### src/rtl/pm_entry_tx.sv
// Requester half of the RDI PM-entry handshake: sends Req.L1/Req.L2, waits for
// Rsp/PMNAK under a clock-dependent timeout, and reports done/nak to the RDI FSM.
`timescale 1ns/1ps
module pm_entry_tx #(
  parameter int unsigned TMO_100M = 1000,
  parameter int unsigned TMO_200M = 2000,
  parameter int unsigned CNT_W    = 12
) (
  input  logic       i_clk,
  input  logic       i_rst_n,
  input  logic       i_en,
  input  logic       i_req_L1_or_L2,
  input  logic       i_clk_div_ratio,
  input  logic       i_msg_done,
  input  logic       i_msg_valid,
  input  logic [3:0] i_msg_no,
  output logic       o_msg_valid,
  output logic [3:0] o_msg_no,
  output logic       o_test_done,
  output logic       o_pm_nak,
  output logic       o_force_exit
);

  localparam logic [3:0] MSG_REQ_L1 = 4'd2;
  localparam logic [3:0] MSG_REQ_L2 = 4'd3;
  localparam logic [3:0] MSG_PMNAK  = 4'd9;
  localparam logic [3:0] MSG_RSP_L1 = 4'd10;
  localparam logic [3:0] MSG_RSP_L2 = 4'd11;

  typedef enum logic [1:0] {
    IDLE     = 2'd0,
    SEND_REQ = 2'd1,
    WAIT_RSP = 2'd2,
    DONE     = 2'd3
  } state_t;

  state_t           state, state_nxt;
  logic [CNT_W-1:0] cnt, cnt_nxt;
  logic             req_l2, req_l2_nxt;
  logic             div_200m, div_200m_nxt;
  logic             msg_valid_nxt;
  logic [3:0]       msg_no_nxt;
  logic             test_done_nxt;
  logic             pm_nak_nxt;
  logic             force_exit_nxt;

  logic [CNT_W-1:0] tmo_limit;
  logic [3:0]       rsp_expected;
  logic             rsp_ok, rsp_nak, rsp_accept, timeout;

  // Response decode; a response always beats a coincident timeout.
  assign tmo_limit    = div_200m ? CNT_W'(TMO_200M) : CNT_W'(TMO_100M);
  assign rsp_expected = req_l2 ? MSG_RSP_L2 : MSG_RSP_L1;
  assign rsp_ok       = i_msg_valid && (i_msg_no == rsp_expected);
  assign rsp_nak      = i_msg_valid && (i_msg_no == MSG_PMNAK);
  assign rsp_accept   = ((state == SEND_REQ) || (state == WAIT_RSP)) && (rsp_ok || rsp_nak);
  assign timeout      = (state == WAIT_RSP) && (cnt == tmo_limit) && !rsp_accept;

  // State and registered outputs.
  always_ff @(posedge i_clk or negedge i_rst_n) begin : state_reg
    if (!i_rst_n) begin
      state        <= IDLE;
      cnt          <= '0;
      req_l2       <= 1'b0;
      div_200m     <= 1'b0;
      o_msg_valid  <= 1'b0;
      o_msg_no     <= '0;
      o_test_done  <= 1'b0;
      o_pm_nak     <= 1'b0;
      o_force_exit <= 1'b0;
    end else begin
      state        <= state_nxt;
      cnt          <= cnt_nxt;
      req_l2       <= req_l2_nxt;
      div_200m     <= div_200m_nxt;
      o_msg_valid  <= msg_valid_nxt;
      o_msg_no     <= msg_no_nxt;
      o_test_done  <= test_done_nxt;
      o_pm_nak     <= pm_nak_nxt;
      o_force_exit <= force_exit_nxt;
    end
  end

  always_comb begin : next_state
    state_nxt = state;
    if (!i_en) begin
      state_nxt = IDLE;
    end else begin
      case (state)
        IDLE:     state_nxt = SEND_REQ;
        SEND_REQ: begin
          if (rsp_accept)      state_nxt = DONE;
          else if (i_msg_done) state_nxt = WAIT_RSP;
        end
        WAIT_RSP: if (rsp_accept || timeout) state_nxt = DONE;
        DONE:     state_nxt = DONE;
        default:  state_nxt = IDLE;
      endcase
    end
  end

  always_comb begin : output_logic
    msg_valid_nxt  = o_msg_valid;
    msg_no_nxt     = o_msg_no;
    test_done_nxt  = o_test_done;
    pm_nak_nxt     = o_pm_nak;
    force_exit_nxt = 1'b0;
    cnt_nxt        = cnt;
    req_l2_nxt     = req_l2;
    div_200m_nxt   = div_200m;
    if (!i_en) begin
      msg_valid_nxt = 1'b0;
      msg_no_nxt    = '0;
      test_done_nxt = 1'b0;
      pm_nak_nxt    = 1'b0;
      cnt_nxt       = '0;
    end else begin
      case (state)
        IDLE: begin
          req_l2_nxt    = i_req_L1_or_L2;
          div_200m_nxt  = i_clk_div_ratio;
          msg_valid_nxt = 1'b1;
          msg_no_nxt    = i_req_L1_or_L2 ? MSG_REQ_L2 : MSG_REQ_L1;
        end
        SEND_REQ: begin
          if (rsp_accept) begin
            msg_valid_nxt = 1'b0;
            test_done_nxt = 1'b1;
            pm_nak_nxt    = rsp_nak;
          end else if (i_msg_done) begin
            msg_valid_nxt = 1'b0;
            cnt_nxt       = '0;
          end
        end
        WAIT_RSP: begin
          if (rsp_accept) begin
            test_done_nxt = 1'b1;
            pm_nak_nxt    = rsp_nak;
          end else if (timeout) begin
            test_done_nxt  = 1'b1;
            pm_nak_nxt     = 1'b1;
            force_exit_nxt = 1'b1;
          end else if (cnt != {CNT_W{1'b1}}) begin
            cnt_nxt = cnt + CNT_W'(1);
          end
        end
        default: ;
      endcase
    end
  end

endmodule

### config.mk
export PLATFORM = sky130hd
export DESIGN_NAME = pm_entry_tx
export DESIGN_NICKNAME = d
export VERILOG_FILES = /design/src/rtl/pm_entry_tx.sv
export SDC_FILE = /design/constraint.sdc
export NUM_CORES = 1
export LEC_CHECK = 0
export BUFFER_PORTS_ARGS = -buffer_cell sky130_fd_sc_hd__buf_2
export CAP_MARGIN = 20
export CORE_MARGIN = 2
export CORE_UTILIZATION = 60
export CTS_BUF_LIST = sky130_fd_sc_hd__clkbuf_16
export CTS_CLUSTER_DIAMETER = 60
export DETAILED_ROUTE_END_ITERATION = 10
export PLACE_DENSITY_LB_ADDON = 0.1
export SLEW_MARGIN = 40
export SYNTH_ARGS = -nofsm -noshare
export SYNTH_HDL_FRONTEND = slang
export SYNTH_SLANG_ARGS = --single-unit
### constraint.sdc
create_clock -name i_clk -period 4.4 [get_ports i_clk]
set_clock_uncertainty 0.2 [all_clocks]
set_input_delay 0.44 -clock i_clk [delete_from_list [all_inputs] [get_ports i_clk]]
set_output_delay 0.44 -clock i_clk [all_outputs]
set_load 0.01 [all_outputs]
==> results.py, run 1 <==
metrics = {
    "route": {
        "antenna_left": 0,
        "num_vias": 1294,
        "drt-total-wl_mm": 3.21,
        "initialDrtViolationCount": 57,
        "vias_per_cell": 6.34,
        "wl_per_cell_um": 15.7,
        "drc": 0,
        "drtPass1Iterations": 4,
    },
    "timing": {
        "worst_pin_slew_ns": 0.741,
        "slew_headroom_pct": 50.5,
        "fmax_mhz": 388,
        "hold_viol_final": 0,
        "final.period_utilization_pct": 58.6,
        "setup_violations": 0,
        "fin_crit_ns": 2.58,
        "rsz0062_at_grt": "false",
        "drv_slew": 0,
        "fin_setup_tns_ns": 0,
        "whs_ns": 0.210,
    },
    "critical_path": {
        "r2r-end": "cnt[1]$_DFFE_PN0P_",
        "path_class": "reg2reg",
        "start_kind": "flop",
        "crit_slowest_cell": "or4_1",
        "r2r_start": "state[0]$_DFFE_PN0P_",
        "cp.arrival_ns": 2.55,
        "reg2reg_depth": 7,
        "crit_path_end_kind": "flop",
        "slowest_delay_ns": 0.61,
        "r2r_slack_ns": 1.82,
        "path_max_fanout": 11,
        "path_cells": "inv_1 -> ha_1 -> nand3_1 -> or4_1 -> o311a_1 -> o21ai_2 -> mux2i_1",
        "critPathRequiredTime_ns": 4.38,
    },
    "yosys": {
        "seq_area_frac_synth_pct": 37.4,
        "synth_seq_cells": 22,
        "yosys_warnings": 0,
        "synth-edff-count": 0,
        "synth_top_area_share_pct": 37.4,
        "async_reset_ff_share_pct": 100,
        "synth-main-ff-cell": "dfrtp_1",
        "synthCells": 164,
        "syn_area_um2": 1470,
        "synth_top_cell_by_area": "dfrtp_1",
        "synth_area_leaders": "dfrtp_1, o22a_1, ha_1, nor3_1, nand3_1",
        "synth.distinct_cells": 45,
        "avgSynthCellArea_um2": 8.99,
    },
    "floorplanning": {
        "fp.dieH_um": 53.6,
        "fp.dieW_um": 53.6,
        "core_area_um2": 2280,
        "initial_core_util_pct": 64.8,
        "ioPinCount": 19,
        "num_rows": 17,
        "design.die.area_um2": 2870,
    },
    "finish": {
        "largest_reg_flops": 12,
        "mostFrequentLayoutCell": "dfrtp_1",
        "layout_common_cells": "dfrtp_1, buf_2, nor3_1, nand2_1, nor2_1",
        "drive_gt1_share_pct": 16.5,
        "n_antenna_cell": 0,
        "nNetsFinal": 194,
        "area_delta_synth_final_pct": 10.5,
    },
    "clocking": {
        "clockRootBuffer": "clkbuf_16",
        "cts_made_buffers": 3,
        "cts_buffer_depth": 2,
        "insertion_delay_ns": 0.26,
        "clkTransAtPathRegs_ns": 0.06,
        "cts_tree": "yes",
        "postCtsSetupBuffers": 0,
        "htreeDepth": 1,
        "cts_sinks": 22,
    },
    "grt": {
        "grt.total_usage_pct": 26.6,
        "grt_pass1_vias": 1205,
        "gr-total-overflow": 0,
        "grt_max_degree": 23,
        "grt_pass1_wl_mm": 5.53,
        "antenna_found_initial": 0,
    },
    "hold_path": {
        "hold_class": "in2reg",
        "whs_endpoint": "div_200m$_DFFE_PN0P_",
        "hp-start": "i_clk_div_ratio",
        "min_path_cells": 2,
    },
    "power": {
        "p_leak_nw": 0.669,
        "pwr_density_cell_nw_per_um2": 449,
        "peakVddDrop_mv": 0.395,
    },
    "job": {
        "cap_viol_max_count": 0,
    },
    "placed_design": {
        "port_buffers": 16,
        "routabilityCongestion": 0.857,
        "place_hpwl_mm": 2.22,
    },
    "outcome": {
        "status": "completed",
    },
}
## synthesized netlist by cell type (2+ instances only)
cell type,count
a31oi_1,2
nor2_1,12
nor3_1,14
nor4_1,2
dfrtp_1,22
clkbuf_1,6
nand2b_1,2
o41ai_1,2
and3_1,2
buf_4,2
xnor2_1,2
inv_1,8
nand4b_1,3
o21ai_0,11
nand2_1,12
nand3_1,11
mux2i_1,5
ha_1,6
o22a_1,9
mux2_2,2
and4bb_2,2
nand4_1,4
## repair_timing
item,CTS,global route
endpoints found under the hold margin,22,0
hold buffers,1,0
resized for setup,0,0
## routing by layer
metal | vias to the layer above | wire length (µm) | share of wire [%] | global-route usage [%]
met5 | - | 0 | 0 | 0
met4 | 0 | 49 | 1.5 | 8.97
met3 | 7 | 189 | 5.9 | 5.00
met2 | 56 | 1430 | 45 | 41.2
met1 | 605 | 1540 | 48 | 37.4
li1 | 626 | - | - | -
## how the worst max path moves through the flow
stage,startpoint,end,slack (ns),cells after the start
global route,state[0]$_DFFE_PN0P_,cnt[1]$_DFFE_PN0P_,1.70,7
floorplan,cnt[0]$_DFFE_PN0P_,cnt[1]$_DFFE_PN0P_,2.19,8
global placement,state[0]$_DFFE_PN0P_,cnt[1]$_DFFE_PN0P_,1.99,7
CTS,state[0]$_DFFE_PN0P_,cnt[1]$_DFFE_PN0P_,1.86,7
detailed placement,state[0]$_DFFE_PN0P_,cnt[1]$_DFFE_PN0P_,1.92,7
finish,state[0]$_DFFE_PN0P_,cnt[1]$_DFFE_PN0P_,1.82,7
## logic make-up (layout without fill, tap and decap cells)
group / count (synthesis) / after routing / synth area share [%]
adders and majority gates: 6 / 6 / 5.09
xor gates and xnor gates: 2 / 2 / 1.19
other: 1 / 2 / 0.254
DFF: 22 / 22 / 37.4
muxes: 8 / 8 / 5.86
AOI/OAI and AO/OA: 33 / 33 / 16.5
and+or+nand+nor: 73 / 73 / 27.9
buffers and inverters: 19 / 30 / 5.86
## power breakdown
| part | internal (mW) | switching, mW |
|---|---|---|
| combinational | 0.110 | 0.163 |
| clock | 0.121 | 0.0731 |
| sequential | 0.236 | 0.0286 |
## layout make-up
class / instances / area, µm²
Timing Repair Buffer: 17 / 90.1
Fill cell: 170 / 647
Inverter: 9 / 33.8
Clock inverter: 1 / 3.75
Clock buffer: 3 / 75.1
Multi-Input combinational cell: 124 / 841
Sequential cell: 22 / 551
Tap cell: 28 / 35.0
## stage by stage
step	cell area (µm²)	instances	setup slack (ns)	utilization (%)	total power, mW
6_report	1630	204	1.82	71.6	0.732
3_3_place_gp	1540	199	1.99	67.7	0.525
5_1_grt	1630	204	1.70	71.6	0.785
2_1_floorplan	1480	165	2.19	-	0.479
3_5_place_dp	1540	199	1.92	67.7	0.537
4_1_cts	1630	204	1.86	71.6	0.731
## critical path, delay by kind of cell (launching register included)
family / cells / cell delay, ns
and+or+nand+nor: 2 / 0.74
AOI/OAI and AO/OA: 2 / 0.42
DFF: 1 / 0.40
adders and majority gates: 1 / 0.39
muxes: 1 / 0.24
buffers and inverters: 1 / 0.11
Power figures use the tool's default switching activity.
==> run 2, diff against run 1 <==
- CORE_UTILIZATION: 60 -> 57
- clock period: 4.4 -> 2.45 ns (I/O delays scaled with it)
==> results.py, run 2 (synthesis gave the netlist of run 1 again) <==
metrics = {
    "critical_path": {
        "path_max_fanout": 11,
        "crit_slowest_cell": "or4_4",
        "startpoint": "cnt[5]$_DFFE_PN0P_",
        "r2r-end": "cnt[1]$_DFFE_PN0P_",
        "r2r_start": "cnt[5]$_DFFE_PN0P_",
        "cp-endpoint": "cnt[1]$_DFFE_PN0P_",
        "r2r_slack_ns": 0.14,
        "reg2reg_depth": 6,
        "critPathRequiredTime_ns": 2.42,
        "slowest_delay_ns": 0.61,
        "cp.arrival_ns": 2.28,
        "start_kind": "flop",
        "path_class": "reg2reg",
        "crit_path_end_kind": "flop",
        "path_cells": "and4bb_2 -> mux2i_2 -> or4_4 -> o21ai_2 -> buf_4 -> mux2i_1",
    },
    "route": {
        "wl_per_cell_um": 15.8,
        "drtPass1Iterations": 4,
        "vias_per_cell": 6.05,
        "num_vias": 1301,
        "antenna_left": 0,
        "drc": 0,
        "drt-total-wl_mm": 3.39,
        "initialDrtViolationCount": 55,
    },
    "clocking": {
        "cts_sinks": 22,
        "htreeDepth": 1,
        "cts_tree": "yes",
        "insertion_delay_ns": 0.25,
        "clockRootBuffer": "clkbuf_16",
        "cts_made_buffers": 3,
        "postCtsSetupBuffers": 0,
        "clkTransAtPathRegs_ns": 0.05,
        "cts_buffer_depth": 2,
    },
    "power": {
        "pwr_density_cell_nw_per_um2": 794,
        "power_mw": 1.35,
        "peakVddDrop_mv": 0.693,
        "p_leak_nw": 0.715,
    },
    "placed_design": {
        "place_hpwl_mm": 2.59,
        "port_buffers": 16,
        "routabilityCongestion": 0.890,
    },
    "job": {
        "cap_viol_max_count": 0,
    },
    "timing": {
        "fin_setup_tns_ns": 0,
        "drv_slew": 0,
        "final.period_utilization_pct": 94.1,
        "fmax_mhz": 434,
        "hold_viol_final": 0,
        "fin_crit_ns": 2.31,
        "rsz0062_at_grt": "false",
        "worst_pin_slew_ns": 0.783,
        "whs_ns": 0.0230,
        "slew_headroom_pct": 47.7,
        "setup_violations": 0,
    },
    "floorplanning": {
        "design.die.area_um2": 3010,
        "num_rows": 18,
        "fp.dieW_um": 54.9,
        "fp.dieH_um": 54.9,
        "core_area_um2": 2450,
        "initial_core_util_pct": 60.0,
        "ioPinCount": 19,
    },
    "outcome": {
        "status": "completed",
    },
    "finish": {
        "n_antenna_cell": 0,
        "nNetsFinal": 204,
        "mostFrequentLayoutCell": "dfrtp_1",
        "area_delta_synth_final_pct": 15.5,
        "largest_reg_flops": 12,
        "drive_gt1_share_pct": 21.1,
        "layout_common_cells": "dfrtp_1, buf_2, nor3_1, nand2_1, nor2_1",
    },
    "hold_path": {
        "min_path_cells": 2,
        "hold_class": "in2reg",
    },
    "grt": {
        "antenna_found_initial": 0,
        "gr-total-overflow": 0,
        "grt_max_degree": 23,
        "grt.total_usage_pct": 26.4,
        "grt_pass1_wl_mm": 5.64,
        "grt_pass1_vias": 1246,
    },
}
[run 2: changes by cell type in the layout (fill, tap and decap cells not counted), sizes merged]
cell	change
clkinv	-1
buf	+10
[run 2: how the worst min path moves through the flow]
stage | from | endpoint | slack [ns]
floorplan | i_rst_n | cnt[0]$_DFFE_PN0P_ | -0.25
global placement | i_rst_n | state[0]$_DFFE_PN0P_ | 0.03
detailed placement | i_rst_n | state[0]$_DFFE_PN0P_ | 0.04
CTS | i_clk_div_ratio | div_200m$_DFFE_PN0P_ | 0.02
global route | i_clk_div_ratio | div_200m$_DFFE_PN0P_ | 0.02
finish | i_clk_div_ratio | div_200m$_DFFE_PN0P_ | 0.02
[run 2: what timing repair did]
action / 4_1_cts / 5_1_grt
hold buffers: 1 / 0
setup endpoints to repair: 0 / 0
endpoints found under the hold margin: 22 / 0
gates resized for setup: 0 / 0
[run 2: critical path: cells and delay by family, from the launching register on]
family,cells,cell delay (ns)
buf+inv,1,0.19
mux,2,0.32
simple gates,2,0.94
compound gates,1,0.13
flops,1,0.45
[run 2: area by class of cell]
class | instances | area (µm²)
repair buffers | 27 | 165
inverters | 9 | 33.8
fillers | 200 | 752
clock buffers | 3 | 75.1
flip-flops and latches | 22 | 551
multi-input cells | 124 | 841
well taps | 30 | 37.5
[run 2: report_power, final]
part | switching [mW] | internal [mW]
registers | 0.0529 | 0.424
clock network | 0.117 | 0.215
logic | 0.307 | 0.237
total | 0.477 | 0.876
[run 2: routing by layer]
layer  GRT usage (%)  share of wire, %  vias to the layer above
li1                -                 -                      647
met4            9.17               1.2                        0
met3            4.64               3.7                        6
met1            34.5                46                      616
met5               0                 0                        -
met2            43.7                49                       32
[run 2: through the flow]
| stage | cell area [µm²] | utilization, % | worst slack, ns | std cells |
|---|---|---|---|---|
| 3_3_place_gp | 1620 | 65.9 | 0.203 | 211 |
| 2_1_floorplan | 1480 | - | 0.245 | 165 |
| 4_1_cts | 1700 | 69.4 | 0.163 | 215 |
| 6_report | 1700 | 69.4 | 0.144 | 215 |
| 5_1_grt | 1700 | 69.4 | 0.000530 | 215 |
| 3_5_place_dp | 1620 | 65.9 | 0.160 | 211 |
==> run 3, diff against run 2 <==
- CORE_UTILIZATION: 57 -> 60
- clock period: 2.45 -> 2.8 ns (I/O delays scaled with it)
==> results.py, run 3 (synthesis gave the netlist of run 1 again) <==
metrics = {
    "power": {
        "pwr_density_cell_nw_per_um2": 762,
        "combPwrFrac_pct": 35.8,
        "power.share.switching_pct": 34.0,
        "netSwitchingPower_uw": 433,
        "peakVddDrop_mv": 0.670,
        "pwr-share-clk_pct": 31.7,
        "seq_power_share_pct": 32.6,
        "p_leak_nw": 0.691,
        "power_mw": 1.27,
        "p_int_uw": 840,
    },
    "finish": {
        "regArea_um2": 551,
        "multi_input_area_um2": 841,
        "n_antenna_cell": 0,
        "largest_reg_flops": 12,
        "nFillCells": 152,
        "design_area_um2": 1670,
        "nNetsFinal": 196,
        "drive_gt1_share_pct": 18.0,
        "layout_common_cells": "dfrtp_1, buf_2, nor3_1, nand2_1, nor2_1",
        "area_delta_synth_final_pct": 13.3,
        "mostFrequentLayoutCell": "dfrtp_1",
    },
    "timing": {
        "fmax_mhz": 389,
        "setup_violations": 0,
        "fin_crit_ns": 2.57,
        "drv_slew": 0,
        "final.period_utilization_pct": 91.9,
        "worst_pin_slew_ns": 0.656,
        "slew_headroom_pct": 56.2,
        "rsz0062_at_grt": "false",
        "hold_viol_final": 0,
        "fin_setup_tns_ns": 0,
    },
    "placed_design": {
        "port_buffers": 16,
        "routabilityCongestion": 0.881,
        "post_dp_cell_area_um2": 1560,
        "place_hpwl_mm": 2.33,
    },
    "clocking": {
        "htreeDepth": 1,
        "clockRootBuffer": "clkbuf_16",
        "postCtsSetupBuffers": 0,
        "cts_sinks": 22,
        "clkTransAtPathRegs_ns": 0.06,
        "cts_tree": "yes",
        "cts_buffer_depth": 2,
        "cts_made_buffers": 3,
        "insertion_delay_ns": 0.26,
    },
    "route": {
        "vias_per_cell": 6.48,
        "wl_per_cell_um": 15.9,
        "antenna_left": 0,
        "drc": 0,
        "num_vias": 1334,
        "drtPass1Iterations": 4,
        "drt-total-wl_mm": 3.28,
        "initialDrtViolationCount": 60,
    },
    "floorplanning": {
        "core_area_um2": 2280,
        "ioPinCount": 19,
        "fp.dieW_um": 53.6,
        "num_rows": 17,
        "initial_core_util_pct": 64.8,
        "fp.dieH_um": 53.6,
        "design.die.area_um2": 2870,
    },
    "grt": {
        "grt_pass1_vias": 1276,
        "antenna_found_initial": 0,
        "gr-total-overflow": 0,
        "grt.total_usage_pct": 26.4,
        "grt_pass1_wl_mm": 5.57,
        "grt_max_degree": 23,
    },
    "outcome": {
        "status": "completed",
    },
    "critical_path": {
        "cp.arrival_ns": 2.55,
        "critPathRequiredTime_ns": 2.78,
        "path_class": "reg2reg",
        "crit_path_end_kind": "flop",
        "start_kind": "flop",
        "path_max_fanout": 11,
    },
    "hold_path": {
        "hold_class": "in2reg",
    },
    "job": {
        "cap_viol_max_count": 0,
    },
}
[run 3: cell count changes in the layout (fill, tap and decap cells not counted), sizes merged]
| cell | delta |
|---|---|
| buf | -8 |
| bufinv | +1 |
[run 3: through the flow]
stage | hold slack [ns] | instances | setup slack (ns) | utilization (%)
floorplan | -0.216 | 165 | 0.595 | -
global placement | 0.0622 | 201 | 0.368 | 68.3
detailed placement | 0.0696 | 201 | 0.266 | 68.3
CTS | 0.0539 | 206 | 0.236 | 73.4
global route | 0.0697 | 206 | 0.0522 | 73.4
finish | 0.0496 | 206 | 0.227 | 73.4
[run 3: cell type report]
cell class | instances | area share (%)
clock buffer | 3 | 4.49
multi-input combinational | 124 | 50.3
inverter | 9 | 2.02
timing repair buffer | 19 | 6.29
clock inverter | 1 | 1.80
tap | 28 | 2.10
sequential | 22 | 33.0
[run 3: layer usage]
metal	part of all wire, %	GRT usage, %	vias up	wire, µm
met5	0	0	-	0
met4	1.4	9.83	0	46
met3	6.2	3.33	7	202
met1	45	35.5	635	1480
li1	-	-	636	-
met2	47	43.6	56	1540
[run 3: power groups by stage]
stage	logic (mW)	clock network, mW	registers [mW]
floorplan	0.333	0	0.420
global placement	0.429	0	0.416
detailed placement	0.439	0	0.421
CTS	0.449	0.404	0.415
global route	0.497	0.415	0.425
finish	0.455	0.403	0.415
[run 3: worst paths after layout]
path / to / start / cells past startpoint / slack (ns)
worst max register to register: cnt[1]$_DFFE_PN0P_ / state[0]$_DFFE_PN0P_ / 7 / 0.23
max in group asynchronous: cnt[1]$_DFFE_PN0P_ / i_rst_n / 2 / 1.75
worst min register to register: o_msg_no[0]$_DFFE_PN0P_ / o_msg_no[0]$_DFFE_PN0P_ / 2 / 0.32
worst min-delay path: div_200m$_DFFE_PN0P_ / i_clk_div_ratio / 2 / 0.05
worst max-delay path: cnt[1]$_DFFE_PN0P_ / state[0]$_DFFE_PN0P_ / 7 / 0.23
min in group asynchronous: state[1]$_DFFE_PN0P_ / i_rst_n / 2 / 0.32
[run 3: timing repair]
action	CTS	global route
endpoints found under the setup margin	0	0
hold buffers	1	0
endpoints found under the hold margin	22	0
resized for setup	0	0
[run 3: worst max-delay path: stages, from the launching register on]
cell and delay (ns):
dfrtp_1 0.40, inv_1 0.11, ha_1 0.38, nand3_1 0.11, or4_1 0.61, o311a_1 0.22, o21ai_2 0.22, mux2i_1 0.24
